--- config.mk ---
export PLATFORM = sky130hd
export DESIGN_NAME = asap_sched
export DESIGN_NICKNAME = d
export VERILOG_FILES = /design/src/rtl/asap_pkg.sv /design/src/rtl/rr_arbiter.sv /design/src/rtl/asap_sched.sv
export SDC_FILE = /design/constraint.sdc
export NUM_CORES = 1
export LEC_CHECK = 0
export BUFFER_PORTS_ARGS = -buffer_cell sky130_fd_sc_hd__buf_2
export CAP_MARGIN = 10
export CORE_AREA = 3 3 158 160
export DETAILED_ROUTE_END_ITERATION = 12
export DIE_AREA = 0 0 161 163
export GPL_TIMING_DRIVEN = 0
export PLACE_DENSITY = 0.61
export SLEW_MARGIN = 10
export SYNTH_ARGS = -nofsm -noshare
export SYNTH_HDL_FRONTEND = slang
export SYNTH_SLANG_ARGS = --single-unit
--- constraint.sdc ---
create_clock -name clk_i -period 2.9 [get_ports clk_i]
set_clock_uncertainty 0.15 [all_clocks]
set_input_delay 0.58 -clock clk_i [delete_from_list [all_inputs] [get_ports clk_i]]
set_output_delay 0.58 -clock clk_i [all_outputs]
set_load 0.1 [all_outputs]
--- src/rtl/asap_pkg.sv ---
// Shared definitions for the asap scheduler and related multi-client blocks.
package asap_pkg;

  // Scheduler FSM encoding
  typedef enum logic [2:0] {
    S_IDLE   = 3'd0,
    S_LAUNCH = 3'd1,
    S_WAIT   = 3'd2,
    S_RESP   = 3'd3,
    S_DRAIN  = 3'd4
  } state_e;

  // Ceiling log2, used to size requester indices and the round-robin pointer
  function automatic int unsigned clog2(input int unsigned n);
    int unsigned r;
    r = 0;
    while ((32'd1 << r) < n) begin
      r = r + 1;
    end
    return r;
  endfunction

endpackage

--- src/rtl/rr_arbiter.sv ---
// Combinational round-robin arbiter: grants the first request at or above ptr_i, with wrap.
module rr_arbiter
  import asap_pkg::*;
#(
  parameter int unsigned NREQ = 4,
  localparam int unsigned PtrW = clog2(NREQ)
) (
  input  logic [NREQ-1:0] req_i,
  input  logic [PtrW-1:0] ptr_i,
  output logic [NREQ-1:0] gnt_o,
  output logic [PtrW-1:0] idx_o,
  output logic            valid_o
);

  // One spare bit so ptr + offset can exceed NREQ before the wrap
  logic [PtrW:0] cand;

  // Scan candidates ptr, ptr+1, ... (mod NREQ) and keep the first asserted one
  always_comb begin
    gnt_o   = '0;
    idx_o   = '0;
    valid_o = 1'b0;
    cand    = '0;
    for (int unsigned k = 0; k < NREQ; k++) begin
      cand = {1'b0, ptr_i} + (PtrW + 1)'(k);
      if (cand >= (PtrW + 1)'(NREQ)) begin
        cand = cand - (PtrW + 1)'(NREQ);
      end
      if (!valid_o && req_i[cand[PtrW-1:0]]) begin
        valid_o                = 1'b1;
        idx_o                  = cand[PtrW-1:0];
        gnt_o[cand[PtrW-1:0]]  = 1'b1;
      end
    end
  end

endmodule

--- src/rtl/asap_sched.sv ---
// Round-robin scheduler sharing one asap datapath among NREQ requesters.
module asap_sched
  import asap_pkg::*;
#(
  parameter int unsigned WIDTH = 32,
  parameter int unsigned NREQ  = 4,
  parameter int unsigned CYCW  = 8
) (
  input  logic                  clk_i,
  input  logic                  rst_ni,
  input  logic [NREQ-1:0]       req_valid_i,
  input  logic [NREQ*WIDTH-1:0] req_in0_i,
  input  logic [NREQ*WIDTH-1:0] req_in1_i,
  output logic [NREQ-1:0]       req_ack_o,
  output logic [NREQ-1:0]       rsp_valid_o,
  input  logic [NREQ-1:0]       rsp_ready_i,
  output logic [WIDTH-1:0]      rsp_data_o,
  output logic [CYCW-1:0]       rsp_cyc_o,
  output logic                  busy_o,
  output logic                  asap_go_o,
  output logic [WIDTH-1:0]      asap_in0_o,
  output logic [WIDTH-1:0]      asap_in1_o,
  input  logic [WIDTH-1:0]      asap_out_i,
  input  logic                  asap_done_i
);

  localparam int unsigned PtrW = clog2(NREQ);

  state_e          state_q, state_d;
  logic [PtrW-1:0] ptr_q, ptr_d;
  logic [PtrW-1:0] own_q, own_d;
  logic [WIDTH-1:0] in0_q, in0_d;
  logic [WIDTH-1:0] in1_q, in1_d;
  logic [WIDTH-1:0] data_q, data_d;
  logic [CYCW-1:0]  cnt_q, cnt_d;
  logic [CYCW-1:0]  cyc_q, cyc_d;

  logic [NREQ-1:0] gnt;
  logic [PtrW-1:0] gnt_idx;
  logic            gnt_valid;

  rr_arbiter #(
    .NREQ(NREQ)
  ) u_arb (
    .req_i  (req_valid_i),
    .ptr_i  (ptr_q),
    .gnt_o  (gnt),
    .idx_o  (gnt_idx),
    .valid_o(gnt_valid)
  );

  // Next-state, operand/result capture and decoded handshake outputs
  always_comb begin
    state_d     = state_q;
    ptr_d       = ptr_q;
    own_d       = own_q;
    in0_d       = in0_q;
    in1_d       = in1_q;
    data_d      = data_q;
    cnt_d       = cnt_q;
    cyc_d       = cyc_q;
    req_ack_o   = '0;
    rsp_valid_o = '0;
    asap_go_o   = 1'b0;
    unique case (state_q)
      S_IDLE: begin
        // Arbitration only happens here, so requests raised mid-operation wait
        if (gnt_valid) begin
          req_ack_o = gnt;
          in0_d     = req_in0_i[gnt_idx*WIDTH +: WIDTH];
          in1_d     = req_in1_i[gnt_idx*WIDTH +: WIDTH];
          own_d     = gnt_idx;
          ptr_d     = (gnt_idx == PtrW'(NREQ - 1)) ? '0 : gnt_idx + 1'b1;
          state_d   = S_LAUNCH;
        end
      end
      S_LAUNCH: begin
        asap_go_o = 1'b1;
        cnt_d     = CYCW'(1);
        state_d   = S_WAIT;
      end
      S_WAIT: begin
        if (asap_done_i) begin
          data_d  = asap_out_i;
          cyc_d   = cnt_q;
          state_d = S_RESP;
        end else if (cnt_q != '1) begin
          cnt_d = cnt_q + 1'b1;
        end
      end
      S_RESP: begin
        rsp_valid_o[own_q] = 1'b1;
        if (rsp_ready_i[own_q]) begin
          state_d = S_DRAIN;
        end
      end
      S_DRAIN: begin
        // A done still high from the last op must not complete the next one
        if (!asap_done_i) begin
          state_d = S_IDLE;
        end
      end
      default: state_d = S_IDLE;
    endcase
  end

  // State and datapath registers
  always_ff @(posedge clk_i or negedge rst_ni) begin
    if (!rst_ni) begin
      state_q <= S_IDLE;
      ptr_q   <= '0;
      own_q   <= '0;
      in0_q   <= '0;
      in1_q   <= '0;
      data_q  <= '0;
      cnt_q   <= '0;
      cyc_q   <= '0;
    end else begin
      state_q <= state_d;
      ptr_q   <= ptr_d;
      own_q   <= own_d;
      in0_q   <= in0_d;
      in1_q   <= in1_d;
      data_q  <= data_d;
      cnt_q   <= cnt_d;
      cyc_q   <= cyc_d;
    end
  end

  assign busy_o     = (state_q != S_IDLE);
  assign asap_in0_o = in0_q;
  assign asap_in1_o = in1_q;
  assign rsp_data_o = data_q;
  assign rsp_cyc_o  = cyc_q;

endmodule
Word-level counts from Yosys, hierarchy flattened
Cells that the tools add are included.

word-level totals
  register bits = 119
  logic and storage cells = 115
  input bits = 299
  output and inout bits = 114

operators by class
  $lt $le $gt $ge = 14
  bitwise gates (word level) = 3
  $add $sub $neg = 9
  shifts and indexed selects = 2
  reduce and logical (&&, ||, !) cells = 18
  equality and inequality tests = 12
  multiplexer cells = 49

operators by type and width
  cell                 count
  $shiftx 128x8->32    2
  $mux 4               7
  $mux 2               9
  $mux 8               2
  $pmux 8 s2           1
  $lt 2x3->1 const B   5
  $mux 1               15
  $pmux 3 s5           1
  $mux 3               4
  $ne 2x2->1 const B   6
  $or 4x4->4           3
  $bmux 1 s2           5
  $demux 1 s2          5
  $ge 2x1->1 const B   5
  $ge 3x3->1 const B   3
  $add 8x1->8 const B  1
  $logic_and 1x1->1    8
  $ne 8x8->1 const B   1
  $sub 2x1->2 const B  4
  $add 2x2->3 const B  2
  $eq 3x2->1 const B   2
  $reduce_and 2->1     2
  $reduce_and 4->1     1
  $add 2x1->3 const B  1
  10 further kinds     12

Logic depth before layout (Yosys ltp)
Gate-level depths: netlist (run 1).

  depth in word-level cells = 16
  mapped depth = 13
  mapped depth without buffers = 10

Cells and area by module
Synthesis (run 1) repeated with hierarchy kept, for this count alone.

unflattened totals
  cell total of the unflattened synthesis = 432
  area total of the unflattened synthesis = 6,661.4 sq um

by module, submodules not included
  module      seq. area each (sq um)  cells an instance  area each (sq um)  instances
  asap_sched  2,977.9                 387                6,239.7            1
  rr_arbiter  0.0                     45                 421.7              1

Worst setup path after synthesis (run 1)
Ideal clock, no wire load.

  path kind = register -> output
  start = reg state_q[2]
  end = out req_ack_o[0]
  slack = -1,426 ps
  data required time = 2,170 ps
  stages on the path, launching flop included = 7
  buffers on the path = 3
  arrival time = 3,596 ps
  cells stage by stage = dfrtp_1 > clkbuf_1 > or3_1 > or2_2 > clkbuf_1 > clkbuf_1 > a21oi_1

on the way
  word-level cells in the longest chain between the ends = 2

RTL lines
  what                      line               text
  start: declaration        asap_sched.sv:29   state_e state_q, state_d;
  start signal: assignment  asap_sched.sv:119  state_q <= state_d;
  $logic_not 3->1           asap_sched.sv:65   unique case (state_q)
  $mux 4                    asap_sched.sv:65
  end: declaration          asap_sched.sv:14   output logic [NREQ-1:0] req_ack_o,

No other way between the ends.

Worst setup path after layout (run 1)
  start = reg ptr_q[0]
  end = out req_ack_o[2]

on the way
  word-level cells in the longest chain between the ends = 16
  elaborated cells on any way between the ends = 62
  those cells by class = 7 x add/sub; 12 x order compare; 30 x mux; 3 x bitwise; 10 x reduce/logical

RTL lines
  what                                                  line               text
  start: declaration                                    asap_sched.sv:30   logic [PtrW-1:0] ptr_q, ptr_d;
  start signal: assignment                              asap_sched.sv:120  ptr_q <= ptr_d;
  branches (longest 14 deep; another with $add 2x1->3)  -
  $mux 4 (*)                                            asap_sched.sv:68   if (gnt_valid) begin
  $mux 4 (*)                                            asap_sched.sv:65

Every way passes the cells marked *. The select of a mux whose other input is x is not followed.

==> flow_summary.json, run 1 <==
{
  "dieArea_mm2": 0.0262,
  "violations": "setup timing",
  "crit-reg2reg-launch": "ptr_q[0]",
  "crit_slowest_cell": "dfrtp_2",
  "ios": 413,
  "syn-num-nets": 999,
  "dpl_cell_area_mm2": 0.00956,
  "reg2reg_slack_ns": -0.01,
  "cts_tree": "done",
  "via_per_inst": 5.00,
  "slowest_delay_ns": 0.44,
  "grt_max_degree": 72,
  "clkSlewWorstSetupHoldPaths_ns": 0.07,
  "synthFlopType": "dfrtp_1",
  "first_global_vias": 7478,
  "synth_seq_cells": 119,
  "max_freq_ghz": 0.307,
  "routed-via-count": 7377,
  "crit_path_frequent_cell": "buf_12",
  "cp-start-kind": "flop",
  "synthMostInstantiatedCell": "dfrtp_1",
  "ys.warnings.count": 0,
  "clkSinkCount": 119,
  "synth_seq_area_share_pct": 42.4,
  "synth_top_area_share_pct": 42.4,
  "syn_inst": 690,
  "synth_area_mm2": 0.00702,
  "clk_latency_ns": 0.41,
  "worst_ep_arrival_time_ns": 2.53,
  "hold_path_class": "in -> reg",
  "antenna_found_initial": 1,
  "worstPathCellList": "clkinvlp_4, ha_4, mux4_2, buf_12, nor3_4, nand2_1, a21oi_4, buf_12",
  "cp-end-kind": "output port",
  "cts-root-buf": "clkbuf_16",
  "cp_num_cells": 8,
  "path_class": "reg -> out",
  "fin_util_pct": 46.4,
  "cp.required_ns": 2.17,
  "grt_usage_pct": 20.4,
  "core_region_area_mm2": 0.0235,
  "avgSynthCellArea_um2": 10.2,
  "drt_wl_total_um": 28000,
  "finalCriticalPeriod_ns": 3.26,
  "path_buf_inv": 3,
  "worst_slew_pin_slew_ns": 0.847,
  "grt_overflow": 0,
  "clockBufferDepth": 2,
  "fin_area_mm2": 0.0109,
  "hold_viol": 0,
  "drv_slew": 0,
  "rows": 56,
  "setup.worst_path.start": "ptr_q[0]",
  "htree_levels": 4,
  "netlist_top_cells_count": "dfrtp_1 (119), a211oi_1 (112), mux2i_1 (69)",
  "relSlewSlack_pct": 43.0,
  "finalCritPeriodShare_pct": 112,
  "setup-violations-final": 5,
  "portBuffers": 410,
  "status": "finished, violations left",
  "crit_family": "buffers and inverters",
  "rsz0062_at_grt": "yes",
  "grt_pass1_wl_um": 41900,
  "r2r.worst_path.cells": 12,
  "synth_edf_count": 0,
  "initialDrtViolationCount": 331,
  "crit_path_max_fanout": 5,
  "synth_area_leaders": "dfrtp_1 (42%), a211oi_1 (12%), mux2i_1 (9.8%)",
  "crit_end": "req_ack_o[2]",
  "nets": 1451,
  "area_growth_pct": 55.7,
  "numCtsBuffers": 17,
  "setup_ws_ns": -0.360,
  "wl_per_cell_um": 19.0,
  "ys_types": 52,
  "hpwl_um": 21200,
  "yosys.area.top_type": "dfrtp_1",
  "async_flop_share_pct": 100,
  "drc": 0,
  "gp_congestion": 0.876,
  "dr.pass1.iters": 4,
  "die_w_um": 161,
  "drv_cap": 0,
  "die_h_um": 163,
  "initial_core_util_pct": 29.8,
  "postRouteAntennaNets": 0,
  "r2r-end": "asap_in1_o[14]",
  "drive_above_1_share_pct": 53.8
}
## repair_timing
| action | in CTS | in global routing |
|---|---|---|
| endpoints found under the hold margin | 48 | 0 |
| resized for setup | 87 | 67 |
| buffers inserted | 15 | 8 |
| setup endpoints to repair | 72 | 72 |
| cloned | 0 | 1 |
| pin swaps | 7 | 8 |
| hold buffers | 1 | 0 |
## state kept, by name, indices dropped and copies added (netlist names)
register and count:
asap_in0_o 32, asap_in1_o 32, rsp_data_o 32, cnt_q 8
rsp_cyc_o 8, state_q 3, own_q 2, ptr_q 2
## layout make-up
cell class | instances | area, µm²
diodes | 2 | 5.00
plain buffers | 59 | 424
clock buffers | 18 | 439
clock inverters | 14 | 139
fillers | 2317 | 12600
inverters | 43 | 168
multi-input cells | 466 | 3970
flip-flops and latches | 119 | 2980
well taps | 319 | 399
repair buffers | 436 | 2400
## metal layers
metal  global-route usage [%]  share of wire [%]
met2                     35.4                 51
met4                     6.69                1.8
met1                     25.8                 42
met5                        0                  0
met3                     3.79                5.9
## metrics by stage
stage	setup TNS (ns)	hold slack, ns	setup slack, ns	cells
floorplan	-2.19	0.134	-0.549	690
global placement	-95.66	0.334	-0.729	1419
detailed placement	-38.13	0.339	-0.837	1420
CTS	-1.99	0.221	-0.372	1466
global route	-3.66	0.220	-0.468	1475
finish	-1.40	0.240	-0.360	1476
## worst min path at each step
stage / from / end / slack (ns) / depth (start not counted)
after floorplan: rst_ni / asap_in0_o[0] / 0.13 / 0
after global placement: rsp_data_o[17] / rsp_data_o[17] / 0.33 / 1
after detailed placement: rsp_data_o[8] / rsp_data_o[8] / 0.34 / 1
after CTS: req_in1_i[120] / asap_in1_o[24] / 0.22 / 2
after global routing: asap_out_i[23] / rsp_data_o[23] / 0.22 / 2
final: req_in1_i[99] / asap_in1_o[3] / 0.24 / 2
## worst reg2reg max path, cell delays in order (launching register included)
cell        delay, ns
dfrtp_2          0.44
clkinvlp_4       0.14
ha_4             0.29
mux4_2           0.38
buf_4            0.19
clkinv_1         0.06
a21boi_2         0.08
a21oi_4          0.23
inv_2            0.07
buf_6            0.16
buf_4            0.20
a211oi_1         0.30
a211oi_1         0.09
## placed cells by master (no fill, tap or decap), drive strengths merged, types with 2 or more instances in the layout
master and n:
buf 462, dfrtp 119, a211oi 112, mux2i 69, nor2 56, clkbuf 50, inv 47, nand2 42
mux2 41, a221o 30, o31ai 27, ha 10, o21ai 10, a21oi 9, nand3 6, xor2 5
clkinv 5, nor3 5, clkinvlp 4, mux4 4, and3 3, nand4 3, nand2b 3, and2 3
o22ai 3, diode 2, a21boi 2, and3b 2, nor2b 2, o22a 2, or3 2, nor3b 2
## logic make-up after synthesis
kind of cell / count (synthesis) / share of synthesized area [%]
XOR/XNOR: 6 / 0.749
AO/OA/AOI/OAI: 203 / 22.5
buffers and inverters: 105 / 6.44
adder cells (fa/ha/maj): 10 / 1.78
AND/OR/NAND/NOR: 133 / 8.40
multiplexers: 114 / 17.7
flip-flops: 119 / 42.4
Power of run 1 is not shown: default switching activity piles up to over one toggle a cycle in this logic, so the estimate is an artifact.
==> run 2: changes to the inputs <==
Settings changed: PLACE_DENSITY 0.61 to 0.59.
Clock period 2.9 ns to 3 ns, I/O delays scaled along.
==> run 2 against run 1 <==
Net effect:
- the flow still finishes with violations (setup timing)
- cell count increased by 1.2%
- global-route usage increased by 0.15 points
- via count increased by 1.3%
- hold slack improved by 0.021 ns
- first-iteration DRC count increased by 3.0%
- critical endpoint unchanged
==> flow_summary.json, run 2 (synthesized netlist as in run 1, its figures left out) <==
{
  "drv_slew": 0,
  "clkSinkCount": 119,
  "routed-via-count": 7471,
  "setup.worst_path.start": "ptr_q[1]",
  "path_class": "reg -> out",
  "r2r-end": "asap_in0_o[28]",
  "hold_viol": 0,
  "dr.pass1.iters": 5,
  "finalCritPeriodShare_pct": 111,
  "clockBufferDepth": 2,
  "finalSetupTns_ns": -8.57,
  "worstHoldStart": "req_in0_i[96]",
  "clk_latency_ns": 0.41,
  "nets": 1469,
  "grt_max_degree": 74,
  "grt_usage_pct": 20.6,
  "cp-end-kind": "output port",
  "violations": "setup timing",
  "layout_commonest_cell": "buf_2",
  "drv_cap": 0,
  "die_w_um": 161,
  "dieArea_mm2": 0.0262,
  "crit_slowest_cell": "dfrtp_1",
  "cts_tree": "done",
  "wl_per_cell_um": 19.5,
  "first_global_vias": 7458,
  "grt_overflow": 0,
  "htree_levels": 4,
  "grt_pass1_wl_um": 41900,
  "cts-root-buf": "clkbuf_16",
  "worstPathCellList": "buf_6, clkinvlp_4, ha_4, mux4_2, buf_4, buf_6, a221o_1, o21ai_2, a21oi_4, buf_12",
  "core_region_area_mm2": 0.0235,
  "holdWs_ns": 0.262,
  "via_per_inst": 5.00,
  "area_growth_pct": 66.6,
  "relSlewSlack_pct": 44.3,
  "status": "finished, violations left",
  "setup-violations-final": 70,
  "drt_wl_total_um": 29100,
  "setup_ws_ns": -0.341,
  "final_cell_mix": "buf_2 (408), dfrtp_1 (118), a211oi_2 (57)",
  "crit_end": "req_ack_o[2]",
  "finalCriticalPeriod_ns": 3.34,
  "cp.required_ns": 2.25,
  "clkSlewWorstSetupHoldPaths_ns": 0.06,
  "postRouteAntennaNets": 0,
  "portBuffers": 410,
  "max_freq_ghz": 0.299,
  "initialDrtViolationCount": 341,
  "r2r.worst_path.cells": 17,
  "rows": 56,
  "crit_path_max_fanout": 4,
  "drc": 0,
  "worst_ep_arrival_time_ns": 2.59,
  "reg2reg_slack_ns": -0.20,
  "rsz0062_at_grt": "yes",
  "initial_core_util_pct": 29.8,
  "crit-reg2reg-launch": "ptr_q[1]",
  "hold_path_class": "in -> reg",
  "ios": 413,
  "gp_congestion": 0.853,
  "antenna_found_initial": 3,
  "cp-start-kind": "flop",
  "worst_slew_pin_slew_ns": 0.827,
  "slowest_delay_ns": 0.39,
  "die_h_um": 163,
  "drive_above_1_share_pct": 58.7,
  "numCtsBuffers": 17,
  "crit_path_frequent_cell": "buf_6",
  "pre_cts_ws_ns": -0.716,
  "hpwl_um": 21500
}
==> run 2: worst max-delay path: cells and delay by family, from the launching register on <==
family	cells	cell delay, ns
AOI/OAI and AO/OA	3	0.49
muxes	1	0.34
DFF	1	0.39
adders and majority gates	1	0.29
buffers and inverters	5	0.65
==> run 2: layout make-up <==
type	instances	area, µm²
clock inverters	13	148
fillers	2213	11900
plain buffers	59	489
clock buffers	19	443
diodes	1	2.50
flip-flops and latches	119	2980
inverters	43	174
repair buffers	454	2650
multi-input cells	466	4400
well taps	319	399
==> run 2: worst min path at each step <==
stage,end,slack (ns),cells past startpoint
finish,asap_in0_o[0],0.26,2
global route,asap_in1_o[12],0.24,2
CTS,asap_in0_o[0],0.24,2
detailed placement,rsp_data_o[5],0.34,1
global placement,rsp_data_o[21],0.33,1
floorplan,asap_in0_o[0],0.15,0
==> run 2: metrics by stage <==
step	instances	instance area [µm²]	utilization, %
after CTS	1475	10900	46.1
final	1493	11700	49.7
after global placement	1419	9520	40.5
after floorplan	690	7070	-
after global routing	1493	11700	49.7
after detailed placement	1420	9560	40.6
==> run 2: repair_timing <==
action                     in CTS  in global routing
pin swaps                      21                 48
resized for setup             124                135
hold buffers                    1                  0
buffers inserted               22                 14
gates cloned                    2                  4
hold endpoints to repair       46                  0
setup endpoints to repair      72                 73
==> run 2: per-layer routing <==
metal,GRT usage [%],wire (µm),vias up
met5,0,13,-
met4,7.55,792,2
met3,5.29,1860,56
met2,34.8,14200,312
met1,25.5,12300,3583
li1,-,-,3518
Power of run 2 is left out for the same reason.
==> run 3: changes to the inputs <==
Settings changed: ABC_AREA set to 1, CORE_AREA 3 3 158 160 to 3 3 162 164, DIE_AREA 0 0 161 163 to 0 0 165 167, PLACE_DENSITY 0.59 to 0.61.
==> run 3 against run 2 <==
Net effect:
- sequential share of layout area decreased by 0.057 points
- via count increased by 27%
- count of clock-buffer cells in the layout decreased by 2
- routed wire length increased by 7.8%
- synthesized area increased by 16%
- cell count increased by 36%
- fmax increased by 9.8%
- first-iteration DRC count increased by 58%
- the run ends with hold timing, setup timing left
- final area increased by 0.22%
- sequential cell count unchanged
- die area increased by 5.0%
- worst setup slack improved by 0.30 ns
==> flow_summary.json, run 3 <==
{
  "clk_latency_ns": 0.41,
  "worstPathCellList": "buf_6, inv_12, ha_4, inv_4, nand3_2, nand2_2, nand4_1, buf_6, o21ai_4, nand2_4, clkinvlp_4, buf_12",
  "grt_overflow": 0,
  "hold_viol": 2,
  "yosys.area.top_type": "dfrtp_1",
  "busiest_layer": "met2",
  "hpwl_um": 24700,
  "layout_commonest_cell": "nand2_1",
  "postRouteAntennaNets": 0,
  "met3_usage_pct": 4.93,
  "wl_per_cell_um": 15.5,
  "drive_above_1_share_pct": 37.2,
  "clockBufferDepth": 2,
  "synth_edf_count": 0,
  "grt_usage_pct": 22.0,
  "violations": "hold timing, setup timing",
  "die_h_um": 167,
  "clkSinkCount": 119,
  "finalCriticalPeriod_ns": 3.04,
  "drc": 0,
  "grt_max_degree": 64,
  "use_met2_pct": 37.2,
  "core_region_area_mm2": 0.0250,
  "path_class": "reg -> out",
  "netlist_top_cells_count": "nand2_1 (449), inv_1 (210), nand3_1 (156)",
  "relSlewSlack_pct": 58.0,
  "avgSynthCellArea_um2": 6.65,
  "n_fill_cell": 2619,
  "synthMostInstantiatedCell": "nand2_1",
  "syn_inst": 1225,
  "holdWs_ns": -0.00443,
  "synth_top_area_share_pct": 36.6,
  "grt_pass1_wl_um": 47700,
  "gp_congestion": 0.905,
  "worst_slew_pin_slew_ns": 0.628,
  "antenna_found_initial": 2,
  "status": "finished, violations left",
  "crit_slowest_cell": "dfrtp_1",
  "hold_path_class": "in -> async",
  "synthFlopType": "dfrtp_1",
  "cp-start-kind": "flop",
  "max_freq_ghz": 0.329,
  "ys_types": 36,
  "multiInputGateArea_mm2": 0.00410,
  "crit_path_frequent_cell": "buf_6",
  "initial_core_util_pct": 32.5,
  "worst_ep_arrival_time_ns": 2.29,
  "rsz0062_at_grt": "yes",
  "crit_path_max_fanout": 5,
  "dieArea_mm2": 0.0276,
  "fin_util_pct": 46.8,
  "grtUsageMet1_pct": 27.9,
  "slowest_delay_ns": 0.36,
  "synth_seq_cells": 119,
  "seqCellArea_mm2": 0.00298,
  "first_global_vias": 9139,
  "cp-end-kind": "output port",
  "initialDrtViolationCount": 540,
  "crit_family": "buffers and inverters",
  "routed-via-count": 9471,
  "synth_seq_area_share_pct": 36.6,
  "final_cell_mix": "nand2_1 (438), buf_2 (423), inv_1 (203)",
  "dpl.cell_count": 1968,
  "cp.required_ns": 2.25,
  "drv_slew": 0,
  "hold_buffers": 0,
  "die_w_um": 165,
  "async_flop_share_pct": 100,
  "setup_ws_ns": -0.0427,
  "syn-num-nets": 1534,
  "ios": 413,
  "path_buf_inv": 6,
  "setup-violations-final": 4,
  "portBuffers": 412,
  "area_growth_pct": 43.8,
  "cts_tree": "done",
  "rows": 58,
  "htree_levels": 4,
  "drt_wl_total_um": 31400,
  "finalCritPeriodShare_pct": 101,
  "fin_cells": 2024,
  "nets": 1990,
  "clkSlewWorstSetupHoldPaths_ns": 0.06,
  "cts-root-buf": "clkbuf_16",
  "via_per_inst": 4.68,
  "synth_area_leaders": "dfrtp_1 (37%), nand2_1 (21%), inv_1 (9.7%)",
  "synth_area_mm2": 0.00815,
  "drv_cap": 0,
  "numCtsBuffers": 17,
  "ys.warnings.count": 0,
  "dr.pass1.iters": 7
}
[run 3: cell count changes after synthesis, moves of 27 or more]
cell / previous run / this run
mux2_2: 41 / 0
nand2_1: 42 / 449
o31ai_1: 27 / 0
nor2_1: 56 / 11
nand3_1: 6 / 156
a211oi_1: 112 / 0
or2_2: 1 / 55
inv_1: 40 / 210
a221o_1: 30 / 0
nand4_1: 3 / 54
mux2i_1: 69 / 0
[run 3: worst paths after layout]
path | from | end | slack, ns | cells past startpoint
max | ptr_q[0] | req_ack_o[1] | -0.04 | 12
min in group clk_i | asap_out_i[10] | rsp_data_o[10] | 0.24 | 3
min reg2reg | rsp_data_o[3] | rsp_data_o[3] | 0.31 | 2
max reg2reg | ptr_q[0] | ptr_q[1] | 0.07 | 17
max in group asynchronous | rst_ni | asap_in1_o[5] | 1.96 | 2
min | rst_ni | rsp_data_o[26] | -0.004 | 1
[run 3: cells by family after synthesis]
group           count (synthesis)  share of synthesized area, %
flops                         119                          36.6
simple gates                  765                          43.3
compound gates                 48                          3.49
fa+ha+maj                      10                          1.54
buf+inv                       283                          15.1
[run 3: metrics by stage]
| stage | setup TNS (ns) | cell area, µm² | setup WS [ns] |
|---|---|---|---|
| after floorplan | -1.44 | 8210 | -0.361 |
| after global placement | -53.25 | 10700 | -0.663 |
| after detailed placement | -1.18 | 10700 | -0.295 |
| after CTS | -0.365 | 11600 | -0.0931 |
| after global routing | -0.793 | 11700 | -0.159 |
| final | -0.0989 | 11700 | -0.0427 |
[run 3: layout make-up]
class / instances / share of cell area, %
antenna: 1 / 0.0214
buffer: 67 / 3.55
clock buffer: 17 / 3.63
clock inverter: 14 / 1.51
inverter: 215 / 7.28
multi-input combinational: 823 / 35.0
sequential: 119 / 25.4
tap: 330 / 3.52
timing repair buffer: 437 / 20.0
timing repair inverter: 1 / 0.0747
[run 3: layer usage]
metal / vias up / share of wire [%]
met1: 4302 / 41
met3: 46 / 8.3
met5: - / 0
met4: 0 / 2.0
met2: 415 / 48
li1: 4708 / -
[run 3: repair_timing]
item	CTS	global route
pin swaps	11	13
buffers inserted	18	6
resized for setup	45	17
cloned	1	0
endpoints found under the setup margin	5	13
Power of run 3 is left out for the same reason.
